<file path="src/rtl/rshift_arbiter.sv">
// Two-requester round-robin burst arbiter; each accepted beat is arithmetically
// right-shifted per element and presented on a single-entry output register.
module rshift_arbiter #(
  parameter int unsigned WIDTH_OUT = 16,
  parameter int unsigned ELEMS     = 8,
  parameter int unsigned BURST_LEN = 2,
  parameter int unsigned SHIFT_W   = 5
) (
  input  logic                         clk,
  input  logic                         rst_n,
  input  logic [SHIFT_W-1:0]           cfg_shift,
  input  logic                         in0_valid,
  input  logic                         in1_valid,
  output logic                         in0_ready,
  output logic                         in1_ready,
  input  logic [WIDTH_OUT*ELEMS-1:0]   in0_data,
  input  logic [WIDTH_OUT*ELEMS-1:0]   in1_data,
  output logic                         out_valid,
  input  logic                         out_ready,
  output logic [WIDTH_OUT*ELEMS-1:0]   out_data,
  output logic                         out_src,
  output logic                         out_last,
  output logic                         busy
);

  localparam int unsigned DATA_W = WIDTH_OUT * ELEMS;
  localparam int unsigned CNT_W  = (BURST_LEN > 1) ? $clog2(BURST_LEN) : 1;
  localparam logic [CNT_W-1:0] LAST_CNT = CNT_W'(BURST_LEN - 1);

  typedef enum logic {IDLE, BURST} state_e;

  state_e              state_q, state_d;
  logic                grant_q, grant_d;
  logic                prio_q, prio_d;
  logic [CNT_W-1:0]    cnt_q, cnt_d;
  logic [SHIFT_W-1:0]  shift_q, shift_d;
  logic                out_valid_q, out_valid_d;
  logic [DATA_W-1:0]   out_data_q, out_data_d;
  logic                out_src_q, out_src_d;
  logic                out_last_q, out_last_d;

  logic                drain_ok_c;
  logic                sel_valid_c;
  logic                accept_c;
  logic [DATA_W-1:0]   sel_data_c;
  logic [DATA_W-1:0]   shifted_c;
  logic [WIDTH_OUT-1:0] elem_c;

  // The output register can take a new beat when empty or draining this cycle.
  assign drain_ok_c  = !out_valid_q || out_ready;
  assign sel_valid_c = grant_q ? in1_valid : in0_valid;
  assign accept_c    = (state_q == BURST) && sel_valid_c && drain_ok_c;

  assign in0_ready = (state_q == BURST) && !grant_q && drain_ok_c;
  assign in1_ready = (state_q == BURST) &&  grant_q && drain_ok_c;

  // Per-element sign-filling shift; oversize shifts saturate to the sign bit.
  always_comb begin
    sel_data_c = grant_q ? in1_data : in0_data;
    shifted_c  = '0;
    elem_c     = '0;
    for (int i = 0; i < int'(ELEMS); i++) begin
      elem_c = sel_data_c[i*WIDTH_OUT +: WIDTH_OUT];
      if (32'(shift_q) >= WIDTH_OUT) begin
        shifted_c[i*WIDTH_OUT +: WIDTH_OUT] = {WIDTH_OUT{elem_c[WIDTH_OUT-1]}};
      end else begin
        shifted_c[i*WIDTH_OUT +: WIDTH_OUT] = WIDTH_OUT'($signed(elem_c) >>> shift_q);
      end
    end
  end

  always_comb begin
    state_d     = state_q;
    grant_d     = grant_q;
    prio_d      = prio_q;
    cnt_d       = cnt_q;
    shift_d     = shift_q;
    out_valid_d = out_valid_q;
    out_data_d  = out_data_q;
    out_src_d   = out_src_q;
    out_last_d  = out_last_q;

    case (state_q)
      IDLE: begin
        if (in0_valid || in1_valid) begin
          grant_d = (in0_valid && in1_valid) ? prio_q : in1_valid;
          shift_d = cfg_shift;
          cnt_d   = '0;
          state_d = BURST;
        end
      end
      BURST: begin
        if (accept_c) begin
          if (cnt_q == LAST_CNT) begin
            state_d = IDLE;
            cnt_d   = '0;
            prio_d  = !grant_q;
          end else begin
            cnt_d = cnt_q + CNT_W'(1);
          end
        end
      end
      default: state_d = IDLE;
    endcase

    // Accept reloads the register even while draining, so there is no bubble.
    if (accept_c) begin
      out_valid_d = 1'b1;
      out_data_d  = shifted_c;
      out_src_d   = grant_q;
      out_last_d  = (cnt_q == LAST_CNT);
    end else if (out_ready) begin
      out_valid_d = 1'b0;
    end
  end

  always_ff @(posedge clk or negedge rst_n) begin
    if (!rst_n) begin
      state_q     <= IDLE;
      grant_q     <= 1'b0;
      prio_q      <= 1'b0;
      cnt_q       <= '0;
      shift_q     <= '0;
      out_valid_q <= 1'b0;
      out_data_q  <= '0;
      out_src_q   <= 1'b0;
      out_last_q  <= 1'b0;
    end else begin
      state_q     <= state_d;
      grant_q     <= grant_d;
      prio_q      <= prio_d;
      cnt_q       <= cnt_d;
      shift_q     <= shift_d;
      out_valid_q <= out_valid_d;
      out_data_q  <= out_data_d;
      out_src_q   <= out_src_d;
      out_last_q  <= out_last_d;
    end
  end

  assign out_valid = out_valid_q;
  assign out_data  = out_data_q;
  assign out_src   = out_src_q;
  assign out_last  = out_last_q;
  assign busy      = (state_q == BURST);

endmodule

</file>
<file path="config.mk">
export PLATFORM = sky130hd
export DESIGN_NAME = rshift_arbiter
export DESIGN_NICKNAME = d
export VERILOG_FILES = /design/src/rtl/rshift_arbiter.sv
export SDC_FILE = /design/constraint.sdc
export NUM_CORES = 1
export LEC_CHECK = 0
export CAP_MARGIN = 20
export CORE_UTILIZATION = 45
export DETAILED_ROUTE_END_ITERATION = 6
export PLACE_DENSITY_LB_ADDON = 0.12
export RECOVER_POWER = 50
export SYNTH_ARGS = -nofsm -noshare
export SYNTH_HDL_FRONTEND = slang
export SYNTH_SLANG_ARGS = --single-unit
</file>
<file path="constraint.sdc">
create_clock -name clk -period 4.8 [get_ports clk]
set_input_delay 0.96 -clock clk [delete_from_list [all_inputs] [get_ports clk]]
set_output_delay 0.96 -clock clk [all_outputs]
set_load 0.01 [all_outputs]
</file>
==> metrics.log, run 1 <==
INFO  metric run_status = finished with violations
INFO  metric violated_checks = capacitance limit, slew limit
INFO  metric syn-mean-instance-area = 10.7 um^2
INFO  metric grt_start_max_net_pins = 105
INFO  metric boundaryPins = 400
INFO  metric post_synth_most_frequent_cells = 182 x mux4_2, 158 x nand2_1, 140 x dfrtp_1, 118 x nor2_1, 103 x mux2i_1
INFO  metric starting_density_of_the_core = 45.9%
INFO  metric floorplan_core_area = 28800 um^2
INFO  metric crit_path_end = in0_ready
INFO  metric worst_skew_pair.late_latency = 430 ps
INFO  metric detail_route.wirelength = 54.2 mm
INFO  metric critPathLaunch = out_ready
INFO  metric globalplace.congestion = 0.961
INFO  metric post_route_cells_drive_above_1_share = 19.5%
INFO  metric drt_iter0_drc = 1742
INFO  metric route.detailed.vias_per_inst = 6.53
INFO  metric r2r_slack = 1540 ps
INFO  metric grt_pass1_vias = 12300
INFO  metric slew_viol_final = 77
INFO  metric global_route_wire_length_before_repair = 79.9 mm
INFO  metric crit_type = in -> out
INFO  metric synthDistinctLibCells = 56
INFO  metric maxClockFrequency = 0.296 GHz
INFO  metric clock_sinks = 140
INFO  metric setup.worst_path.start_class = primary input
INFO  metric leakagePower = 6.96 nW
INFO  metric die-height = 173 um
INFO  metric fin_crit = 3380 ps
INFO  metric worst_reg2reg_endpoint = out_data[101]
INFO  metric synth.largest_area_cell = mux4_2
INFO  metric routed-via-count = 12900
INFO  metric ctsHtreeMaxLevel = 4
INFO  metric clk_root_buffer_cell = clkbuf_16
INFO  metric globalRouteTotalUtil = 35.8%
INFO  metric critical_path_peak_fanout = 7
INFO  metric fin_worst_skew = 14.5 ps
INFO  metric worst_vdd_ir = 0.531 mV
INFO  metric pwr_density_cell = 736 nW/um^2
INFO  metric portBuffers = 399
INFO  metric drt_pre_antenna_iters = 5
INFO  metric worst_hold_path_type = reg -> reg
INFO  metric top_count_cell_post_synth = mux4_2
INFO  metric synth_top_area_share = 31.0%
INFO  metric remaining_drc_errors = 0
INFO  metric number_of_flops_mapped_to_enable_cells_by_yosys = 0
INFO  metric maxSlewHeadroom = -58.5%
INFO  metric maximum_buffer_depth_of_the_clock_tree = 2
INFO  metric post_cts_resize_count = 0
INFO  metric antenna_found_initial = 15
INFO  metric final_antenna_net_count = 0
INFO  metric cts_made_buffers = 17
INFO  metric synthesis.nets = 1496
INFO  metric dieWidth = 173 um
INFO  metric r2r-start = grant_q
INFO  metric rsz_0062_raised_after_global_routing = no
INFO  metric tritoncts = yes
INFO  metric synthArstFlopShare = 100%
INFO  metric max_capacitance_violation_count = 2
INFO  metric yosys_register_bits = 140
INFO  metric hold_violations = 0
INFO  metric fin_total_pwr = 13.2 mW
INFO  metric post_cts.repair.setup_buffers = 0
INFO  metric endpoint_kind = primary output
INFO  metric worst_slew_pin_slew = 2380 ps
INFO  metric finalSetupTns = 0 ps
INFO  metric gr-total-overflow = 0
INFO  metric ys_top_cells_by_area = mux4_2 31%, dfrtp_1 27%, mux2i_1 7.8%
INFO  metric cts.reportedPaths.clkPinSlew = 70 ps
INFO  metric final.period_utilization = 70.4%
INFO  metric netlist_instances = 1230
INFO  metric design.final.nets = 1826
INFO  metric average_detailed_routed_wire_length_per_instance = 27.5 um
INFO  metric synth_sequential_area_ratio = 26.5%
INFO  metric fp-row-count = 62
INFO  metric worst-endpoint-required = 3840 ps
INFO  metric syn2layout_area_growth = 35.9%
INFO  metric synth-warning-count = 0
INFO  metric post-dp-hpwl = 43.1 mm
INFO  metric synthesis.area = 13200 um^2
INFO  metric cts_hold_buf = 0
INFO  metric reg2regPathDepth = 5
INFO  metric synth_ff_type = dfrtp_1
INFO  metric data_arrival_critical_path = 2420 ps
INFO  metric report.final.setup_viol = 0
INFO  metric design.die.area = 30100 um^2
==> power by group <==
| group | total, mW | switching [mW] | internal, mW |
|---|---|---|---|
| sequential | 2.47 | 0.673 | 1.80 |
| combinational | 9.48 | 5.10 | 4.38 |
| clock | 1.26 | 0.585 | 0.679 |
| total | 13.2 | 6.36 | 6.86 |
==> worst min-delay path by stage <==
stage,startpoint,endpoint,depth (start not counted)
floorplan,prio_q,prio_q,2
global placement,out_data[78],out_data[78],2
detailed placement,out_data[78],out_data[78],2
CTS,out_data[78],out_data[78],2
global route,out_data[78],out_data[78],2
finish,out_data[78],out_data[78],2
==> placed cells by master (no fill, tap or decap), types with 9 or more instances in the layout <==
cell type | Yosys | final
clkdlybuf4s50_1 | 0 | 337
mux4_2 | 182 | 182
nand2_1 | 158 | 158
dfrtp_1 | 140 | 136
nor2_1 | 118 | 116
mux2i_1 | 103 | 103
a21oi_1 | 89 | 89
o21ai_0 | 62 | 63
dlygate4sd3_1 | 0 | 61
mux2_2 | 36 | 36
a211oi_1 | 27 | 27
buf_4 | 16 | 26
a21o_1 | 18 | 18
clkbuf_16 | 0 | 17
o22a_1 | 14 | 14
a31oi_1 | 14 | 14
diode_2 | 0 | 13
a221oi_1 | 13 | 13
o22ai_1 | 10 | 10
o211ai_1 | 10 | 10
nand3_1 | 11 | 10
o21ai_1 | 10 | 9
o32a_1 | 9 | 9
==> stage by stage <==
stage,cell area [um^2],hold WS (ps),util (%),setup slack (ps),instances
2_1_floorplan,13200,449,-,2370,1230
3_3_place_gp,17300,453,60.3,1410,1923
3_5_place_dp,17400,461,60.4,1290,1924
4_1_cts,17900,479,62.3,1420,1956
5_1_grt,18000,495,62.4,1040,1968
6_report,18000,469,62.4,1420,1970
==> final cells by class <==
| class | count | area, um^2 |
|---|---|---|
| clock inverter | 14 | 123 |
| timing repair buffer | 435 | 4360 |
| inverter | 4 | 17.5 |
| fill | 2412 | 10800 |
| multi-input combinational | 962 | 9000 |
| clock buffer | 18 | 429 |
| sequential | 140 | 3520 |
| antenna | 13 | 32.5 |
| tap | 384 | 480 |
==> cells by family after synthesis <==
kind of cell | after synthesis | synth area share [%]
multiplexers | 326 | 42.5
flip-flops | 140 | 26.5
AO/OA/AOI/OAI | 318 | 15.7
XOR/XNOR | 1 | 0.0663
buffers and inverters | 128 | 5.54
AND/OR/NAND/NOR | 317 | 9.68
==> per-layer routing <==
metal  vias to the layer above  part of all wire, %  GRT usage [%]
met3                        52                   13           11.3
li1                       5510                    -              -
met5                         -                0.020              0
met2                       938                   42           48.0
met1                      6361                   44           55.2
met4                         2                  1.6           9.44
==> sequential cells by signal (all words and copies together), names as in the netlist <==
signal,cells
out_data,128
shift_q,5
busy,1
cnt_q,1
grant_q,1
out_last,1
out_src,1
out_valid,1
prio_q,1
==> worst max-delay path: stages <==
cell             delay [ps]
clkdlybuf4s50_1         450
nand2b_1                290
nand2_1                  90
nor2_1                   90
clkdlybuf4s50_1         550
Power figures use the tool's default switching activity.
==> inputs of run 2 (changes only) <==
==> constraint.sdc (replaced) <==
create_clock -name clk -period 3.5 [get_ports clk]
set_input_delay 0.7 -clock clk [delete_from_list [all_inputs] [get_ports clk]]
set_output_delay 0.7 -clock clk [all_outputs]
set_load 0.01 [all_outputs]
==> run 2 against run 1 <==
  * The flow still finishes with violations (capacitance limit, slew limit)
  * Non-clock buffer count rose by 26
  * Clock power increased by 46%
  * Via count rose by 2.2%
==> metrics.log, run 2 (synthesis results as in run 1) <==
INFO  metric clk_root_buffer_cell = clkbuf_16 (unchanged)
INFO  metric clock_sinks = 140 (unchanged)
INFO  metric max_capacitance_violation_count = 1 (was 2)
INFO  metric globalRouteTotalUtil = 37.1% (was 35.8%)
INFO  metric data_arrival_critical_path = 3380 ps (was 2420 ps)
INFO  metric fin_total_pwr = 18.6 mW (was 13.2 mW)
INFO  metric endpoint_kind = flop (was primary output)
INFO  metric dp_slack = 381 ps (was 1290 ps)
INFO  metric setup.worst_path.start_class = flop (was primary input)
INFO  metric n_fill_cell = 2392 (was 2412)
INFO  metric remaining_drc_errors = 0 (unchanged)
INFO  metric portBuffers = 399 (unchanged)
INFO  metric sequential_cell_area = 3520 um^2 (unchanged)
INFO  metric route.detailed.vias_per_inst = 6.58 (was 6.53)
INFO  metric pwr_density_cell = 1020 nW/um^2 (was 736 nW/um^2)
INFO  metric report.final.setup_viol = 0 (unchanged)
INFO  metric finalSetupTns = 0 ps (unchanged)
INFO  metric worst-endpoint-required = 3780 ps (was 3840 ps)
INFO  metric violated_checks = capacitance limit, slew limit (unchanged)
INFO  metric leakagePower = 7.14 nW (was 6.96 nW)
INFO  metric post_cts.repair.setup_buffers = 0 (unchanged)
INFO  metric post-dp-hpwl = 44.7 mm (was 43.1 mm)
INFO  metric cts.reportedPaths.clkPinSlew = 60 ps (was 70 ps)
INFO  metric slowest_stage = dfrtp_4 (was clkdlybuf4s50_1)
INFO  metric slew_viol_final = 65 (was 77)
INFO  metric grt_pass1_vias = 12600 (was 12300)
INFO  metric design.die.area = 30100 um^2 (unchanged)
INFO  metric syn2layout_area_growth = 38.1% (was 35.9%)
INFO  metric detail_route.wirelength = 55.8 mm (was 54.2 mm)
INFO  metric worst_skew_pair.late_latency = 430 ps (about the same)
INFO  metric worst_hold_path_type = reg -> reg (unchanged)
INFO  metric fin_crit = 3100 ps
INFO  metric cp_common_cell = nor2_1 (was clkdlybuf4s50_1)
INFO  metric most-common-layout-cells = 337 x clkdlybuf4s50_1, 182 x mux4_2, 158 x nand2_1, 136 x dfrtp_1, 116 x nor2_1 (unchanged)
INFO  metric run_status = finished with violations (unchanged)
INFO  metric crit_type = reg -> reg (was in -> out)
INFO  metric drt_pre_antenna_iters = 6 (was 5)
INFO  metric grt_start_max_net_pins = 81 (was 105)
INFO  metric critical_path_peak_fanout = 31 (was 7)
INFO  metric cp_slowest_stage_delay = 810 ps (was 550 ps)
INFO  metric average_detailed_routed_wire_length_per_instance = 27.9 um (was 27.5 um)
INFO  metric fin_worst_skew = 9.39 ps (was 14.5 ps)
INFO  metric finalWorstSetupSlack = 404 ps (was 1420 ps)
INFO  metric ctsHtreeMaxLevel = 4 (unchanged)
INFO  metric fp-row-count = 62 (unchanged)
INFO  metric flip_flop_count_of_the_largest_register_after_layout = 128 (unchanged)
INFO  metric routed-via-count = 13100 (was 12900)
INFO  metric worst_slew_pin_slew = 1660 ps (was 2380 ps)
INFO  metric drt_iter0_drc = 1754 (was 1742)
INFO  metric gr-total-overflow = 0 (unchanged)
INFO  metric cts_made_buffers = 17 (unchanged)
INFO  metric worst_vdd_ir = 0.373 mV (was 0.531 mV)
INFO  metric die-height = 173 um (unchanged)
INFO  metric final.period_utilization = 88.5%
INFO  metric design.final.nets = 1852 (was 1826)
INFO  metric starting_density_of_the_core = 45.9% (unchanged)
INFO  metric globalplace.congestion = 1.01 (was 0.961)
INFO  metric area_of_combinational_cells_with_multiple_inputs = 9000 um^2 (unchanged)
INFO  metric dieWidth = 173 um (unchanged)
INFO  metric cts_hold_buf = 0 (unchanged)
INFO  metric post_cts_resize_count = 0 (unchanged)
INFO  metric maximum_buffer_depth_of_the_clock_tree = 2 (unchanged)
INFO  metric hold_violations = 0 (unchanged)
INFO  metric final_antenna_net_count = 0 (unchanged)
INFO  metric layout.cells.most_common = clkdlybuf4s50_1 (unchanged)
INFO  metric floorplan_core_area = 28800 um^2 (unchanged)
INFO  metric post_route_cells_drive_above_1_share = 20.7% (was 19.5%)
INFO  metric tritoncts = yes (unchanged)
INFO  metric rsz_0062_raised_after_global_routing = no (unchanged)
INFO  metric critical_path_cell_sequence = buf_4 > mux4_2 > mux2i_1 > nor2_1 > a2111oi_0 > nor2_1 (was clkdlybuf4s50_1 > nand2b_1 > nand2_1 > nor2_1 > clkdlybuf4s50_1)
INFO  metric maxSlewHeadroom = -10.5% (was -58.5%)
INFO  metric global_route_wire_length_before_repair = 82.3 mm (was 79.9 mm)
INFO  metric maxClockFrequency = 0.323 GHz
INFO  metric antenna_found_initial = 13 (was 15)
INFO  metric boundaryPins = 400 (unchanged)
run 2: cell types whose count changed in the layout (fill, tap and decap cells not counted), sizes merged:
cell,delta
buf,+26
bufinv,+2
clkinvlp,-2
diode,+1
clkbuf,+1
inv,-3
clkinv,+2
run 2: layout make-up:
type	instances	share of cell area, %
Clock inverter	13	0.843
Clock buffer	19	2.43
Antenna cell	14	0.192
Inverter	4	0.0960
Sequential cell	140	19.3
Multi-Input combinational cell	962	49.3
Tap cell	384	2.63
Timing Repair Buffer	461	25.2
run 2: path summary, 6_finish.rpt:
check | startpoint | end | slack, ps | cells past startpoint
min in group asynchronous | rst_n | out_last | 670 | 1
worst min-delay path | out_data[71] | out_data[71] | 470 | 2
worst max register to register | grant_q | out_data[83] | 400 | 6
worst max-delay path | grant_q | out_data[83] | 400 | 6
worst min register to register | out_data[71] | out_data[71] | 470 | 2
max in group asynchronous | rst_n | out_data[111] | 1330 | 2
run 2: stage by stage:
| stage | cells | hold slack (ps) | cell area (um^2) | utilization [%] |
|---|---|---|---|---|
| global route | 1996 | 501 | 18200 | 63.4 |
| floorplan | 1230 | 404 | 13200 | - |
| finish | 1997 | 465 | 18300 | 63.4 |
| global placement | 1951 | 456 | 17600 | 61.3 |
| detailed placement | 1951 | 460 | 17600 | 61.3 |
| CTS | 1983 | 270 | 18200 | 63.3 |
run 2: worst max-delay path: cells and delay by family (launching register included):
kind | cells | cell delay, ps
AO/OA/AOI/OAI | 1 | 670
multiplexers | 2 | 950
buffers and inverters | 1 | 300
AND/OR/NAND/NOR | 2 | 160
flip-flops | 1 | 810
run 2: where the power goes:
| part | total [mW] | leakage (nW) | internal, mW | switching [mW] |
|---|---|---|---|---|
| registers | 3.34 | 1.63 | 2.47 | 0.875 |
| logic | 13.4 | 5.22 | 6.22 | 7.23 |
| clock network | 1.84 | 0.286 | 1.08 | 0.759 |
run 2: per-layer routing:
metal	global-route usage [%]	vias to the layer above	routed length [um]
li1	-	5564	-
met1	56.1	6525	23700
met2	50.7	981	23400
met3	11.9	73	7540
met4	9.62	0	1090
met5	0	-	0
==> inputs of run 3 (changes only) <==
--- a/config.mk
+++ b/config.mk
@@ -5,6 +5,7 @@
 export SDC_FILE = /design/constraint.sdc
 export NUM_CORES = 1
 export LEC_CHECK = 0
+export ABC_AREA = 1
 export CAP_MARGIN = 20
 export CORE_UTILIZATION = 45
 export DETAILED_ROUTE_END_ITERATION = 6
==> constraint.sdc (replaced) <==
create_clock -name clk -period 3.5 [get_ports clk]
set_input_delay 0.35 -clock clk [delete_from_list [all_inputs] [get_ports clk]]
set_output_delay 0.35 -clock clk [all_outputs]
set_load 0.01 [all_outputs]
==> run 3 against run 2 <==
  * The flow now finishes without violations
  * Clock power barely moved
  * Sequential share of layout area grew 2.4 points
  * Worst hold slack got worse by 450 ps
  * Final cell count grew 29%
  * Via count increased by 16%
  * Die area is 12% lower
  * Area after synthesis fell by 13%
  * Register-to-register slack better by 420 ps
  * Flip-flop and latch count unchanged
  * Routed wire length down 10%
  * Core utilization up 1.1 points
==> metrics.log, run 3 <==
INFO  metric final.period_utilization = 76.3% (was 88.5%)
INFO  metric floorplan_core_area = 25200 um^2 (was 28800 um^2)
INFO  metric finalSetupTns = 0 ps (unchanged)
INFO  metric worst_skew_pair.late_latency = 430 ps (about the same)
INFO  metric cts.reportedPaths.clkPinSlew = 70 ps (was 60 ps)
INFO  metric post_synth_most_frequent_cells = 781 x nand3_1, 572 x nand2_1, 140 x dfrtp_1, 70 x inv_1, 63 x a21oi_1 (was 182 x mux4_2, 158 x nand2_1, 140 x dfrtp_1, 118 x nor2_1, 103 x mux2i_1)
INFO  metric path_delay_family = simple AND/OR/NAND/NOR gates (was multiplexers)
INFO  metric dp_cells = 2537 (was 1951)
INFO  metric critical_path_cell_sequence = nand2_1 > o22ai_1 > nand2_1 > clkinv_2 > buf_4 > nand2_2 > nand2_1 > nand3_1 > nand2_1 > inv_1 (was buf_4 > mux4_2 > mux2i_1 > nor2_1 > a2111oi_0 > nor2_1)
INFO  metric number_of_flops_mapped_to_enable_cells_by_yosys = 0 (unchanged)
INFO  metric routing_usage_on_met2 = 63.4% (was 50.7%)
INFO  metric boundaryPins = 400 (unchanged)
INFO  metric fin_worst_skew = 13.4 ps (was 9.39 ps)
INFO  metric synth_ff_type = dfrtp_1 (unchanged)
INFO  metric data_arrival_critical_path = 3010 ps (was 3380 ps)
INFO  metric synthesis.area = 11500 um^2 (was 13200 um^2)
INFO  metric design.final.nets = 2492 (was 1852)
INFO  metric gr-usage-met3 = 5.46% (was 11.9%)
INFO  metric reg2regPathDepth = 10 (was 6)
INFO  metric flip_flop_count_of_the_largest_register_after_layout = 128 (unchanged)
INFO  metric cts_hold_buf = 0 (unchanged)
INFO  metric final_core_utilization = 64.6% (was 63.4%)
INFO  metric syn-mean-instance-area = 6.01 um^2 (was 10.7 um^2)
INFO  metric global_route_wire_length_before_repair = 78.6 mm (was 82.3 mm)
INFO  metric post_cts_resize_count = 0 (unchanged)
INFO  metric cp_slowest_stage_delay = 790 ps (was 810 ps)
INFO  metric finalWorstSetupSlack = 828 ps (was 404 ps)
INFO  metric remaining_drc_errors = 0 (unchanged)
INFO  metric fin_total_pwr = 17.5 mW (was 18.6 mW)
INFO  metric hold_violations = 0 (unchanged)
INFO  metric maximum_buffer_depth_of_the_clock_tree = 2 (unchanged)
INFO  metric endpoint_kind = flop (unchanged)
INFO  metric cp_common_cell = nand2_1 (was nor2_1)
INFO  metric syn2layout_area_growth = 40.8% (was 38.1%)
INFO  metric tritoncts = yes (unchanged)
INFO  metric worst_slew_pin_slew = 1390 ps (was 1660 ps)
INFO  metric post_cts.repair.setup_buffers = 0 (unchanged)
INFO  metric synthesis.nets = 2188 (was 1496)
INFO  metric yosys_register_bits = 140 (unchanged)
INFO  metric busiest_layer_in_global_routing = met2 (was met1)
INFO  metric starting_density_of_the_core = 45.9% (about the same)
INFO  metric die-height = 162 um (was 173 um)
INFO  metric top_count_cell_post_synth = nand3_1 (was mux4_2)
INFO  metric ys_top_cells_by_area = nand3_1 34%, dfrtp_1 30%, nand2_1 19% (was mux4_2 31%, dfrtp_1 27%, mux2i_1 7.8%)
INFO  metric most-common-layout-cells = 781 x nand3_1, 572 x nand2_1, 333 x clkdlybuf4s50_1, 136 x dfrtp_1, 67 x inv_1 (was 337 x clkdlybuf4s50_1, 182 x mux4_2, 158 x nand2_1, 136 x dfrtp_1, 116 x nor2_1)
INFO  metric design.die.area = 26300 um^2 (was 30100 um^2)
INFO  metric maxClockFrequency = 0.374 GHz (was 0.323 GHz)
INFO  metric layout.cells.most_common = nand3_1 (was clkdlybuf4s50_1)
INFO  metric crit_type = reg -> reg (unchanged)
INFO  metric final_antenna_net_count = 0 (unchanged)
INFO  metric worst_reg2reg_endpoint = out_data[81] (was out_data[83])
INFO  metric clock_sinks = 140 (unchanged)
INFO  metric synthDistinctLibCells = 23 (was 56)
INFO  metric route.detailed.vias_per_inst = 5.93 (was 6.58)
INFO  metric r2r-start = grant_q (unchanged)
INFO  metric synth.largest_area_cell = nand3_1 (was mux4_2)
INFO  metric portBuffers = 399 (unchanged)
INFO  metric globalRouteTotalUtil = 38.3% (was 37.1%)
INFO  metric post-dp-hpwl = 36.8 mm (was 44.7 mm)
INFO  metric drt_pre_antenna_iters = 7 (was 6)
INFO  metric dp_slack = 858 ps (was 381 ps)
INFO  metric globalplace.congestion = 0.998 (was 1.01)
INFO  metric worst-endpoint-required = 3830 ps (was 3780 ps)
INFO  metric average_detailed_routed_wire_length_per_instance = 19.5 um (was 27.9 um)
INFO  metric cts_made_buffers = 17 (unchanged)
INFO  metric instances_no_fill = 2580 (was 1997)
INFO  metric antenna_found_initial = 11 (was 13)
INFO  metric gr-total-overflow = 0 (unchanged)
INFO  metric post_route_cells_drive_above_1_share = 3.17% (was 20.7%)
INFO  metric run_status = completed (was finished with violations)
INFO  metric fin_hold_ws = 17.6 ps (was 465 ps)
INFO  metric worst_hold_path_type = in -> async (was reg -> reg)
INFO  metric max_capacitance_violation_count = 0 (was 1)
INFO  metric placed_area = 15700 um^2 (was 17600 um^2)
INFO  metric setup.worst_path.start_class = flop (unchanged)
INFO  metric design_area = 16300 um^2 (was 18300 um^2)
INFO  metric slowest_stage = dfrtp_4 (unchanged)
INFO  metric fp-row-count = 58 (was 62)
INFO  metric drt_iter0_drc = 2026 (was 1754)
INFO  metric fin_crit = 2670 ps (was 3100 ps)
INFO  metric critical_path_peak_fanout = 47 (was 31)
INFO  metric synth-warning-count = 0 (unchanged)
INFO  metric grt_start_max_net_pins = 131 (was 81)
INFO  metric clk_root_buffer_cell = clkbuf_16 (unchanged)
INFO  metric report.final.setup_viol = 0 (unchanged)
INFO  metric n_fill_cell = 2357 (was 2392)
INFO  metric synthArstFlopShare = 100% (unchanged)
INFO  metric synth_top_area_share = 33.8% (was 31.0%)
INFO  metric leakagePower = 7.42 nW (was 7.14 nW)
INFO  metric ctsHtreeMaxLevel = 4 (unchanged)
INFO  metric grtUsageMet1 = 47.8% (was 56.1%)
INFO  metric timing.critical_path.buf_inv = 3 (was 1)
INFO  metric routed-via-count = 15300 (was 13100)
INFO  metric rsz_0062_raised_after_global_routing = no (unchanged)
INFO  metric worst_vdd_ir = 0.558 mV (was 0.373 mV)
INFO  metric netlist_instances = 1922 (was 1230)
INFO  metric grt_pass1_vias = 14400 (was 12600)
INFO  metric maxSlewHeadroom = 7.10% (was -10.5%)
INFO  metric pwr_density_cell = 1070 nW/um^2 (was 1020 nW/um^2)
INFO  metric r2r_slack = 830 ps (was 400 ps)
INFO  metric synth_sequential_area_ratio = 30.3% (was 26.5%)
INFO  metric slew_viol_final = 0 (was 65)
INFO  metric detail_route.wirelength = 50.2 mm (was 55.8 mm)
INFO  metric dieWidth = 162 um (was 173 um)
==> run 3: final cells by class <==
type,count,area [um^2],area share (%)
repair buffers,425,4230,26.0
well taps,330,413,2.54
clock inverters,14,154,0.947
diodes,11,27.5,0.169
multi-input cells,1570,7210,44.3
clock buffers,18,429,2.64
inverters,72,282,1.73
flip-flops and latches,140,3520,21.6
==> run 3: metal layers <==
layer / up-vias / part of all wire (%) / wire length [um]
li1: 7122 / - / -
met1: 7044 / 38 / 19200
met2: 961 / 47 / 23700
met3: 170 / 8.8 / 4430
met4: 0 / 5.8 / 2930
met5: - / 0 / 0
==> run 3: report_power, final <==
group	internal, mW	total (mW)	switching [mW]
sequential	2.51	3.45	0.944
combinational	4.51	12.1	7.62
clock	1.01	1.87	0.857
==> run 3: worst max-delay path by stage <==
stage / start / slack (ps) / to / cells past startpoint
final: grant_q / 830 / out_data[81] / 10
after global routing: grant_q / 630 / out_data[81] / 10
after CTS: grant_q / 840 / out_data[81] / 10
after detailed placement: grant_q / 860 / out_data[81] / 10
after global placement: in1_valid / 900 / out_data[82] / 11
after floorplan: shift_q[0] / 1920 / out_data[34] / 12
==> run 3: kinds of logic (layout without fill, tap and decap cells) <==
logic type / count (synthesis) / in the layout / synth area share (%)
buf+inv: 212 / 529 / 7.38
compound gates: 95 / 95 / 4.56
mux: 1 / 1 / 0.0867
flops: 140 / 140 / 30.3
simple gates: 1474 / 1474 / 57.6
other cells: 0 / 11 / 0
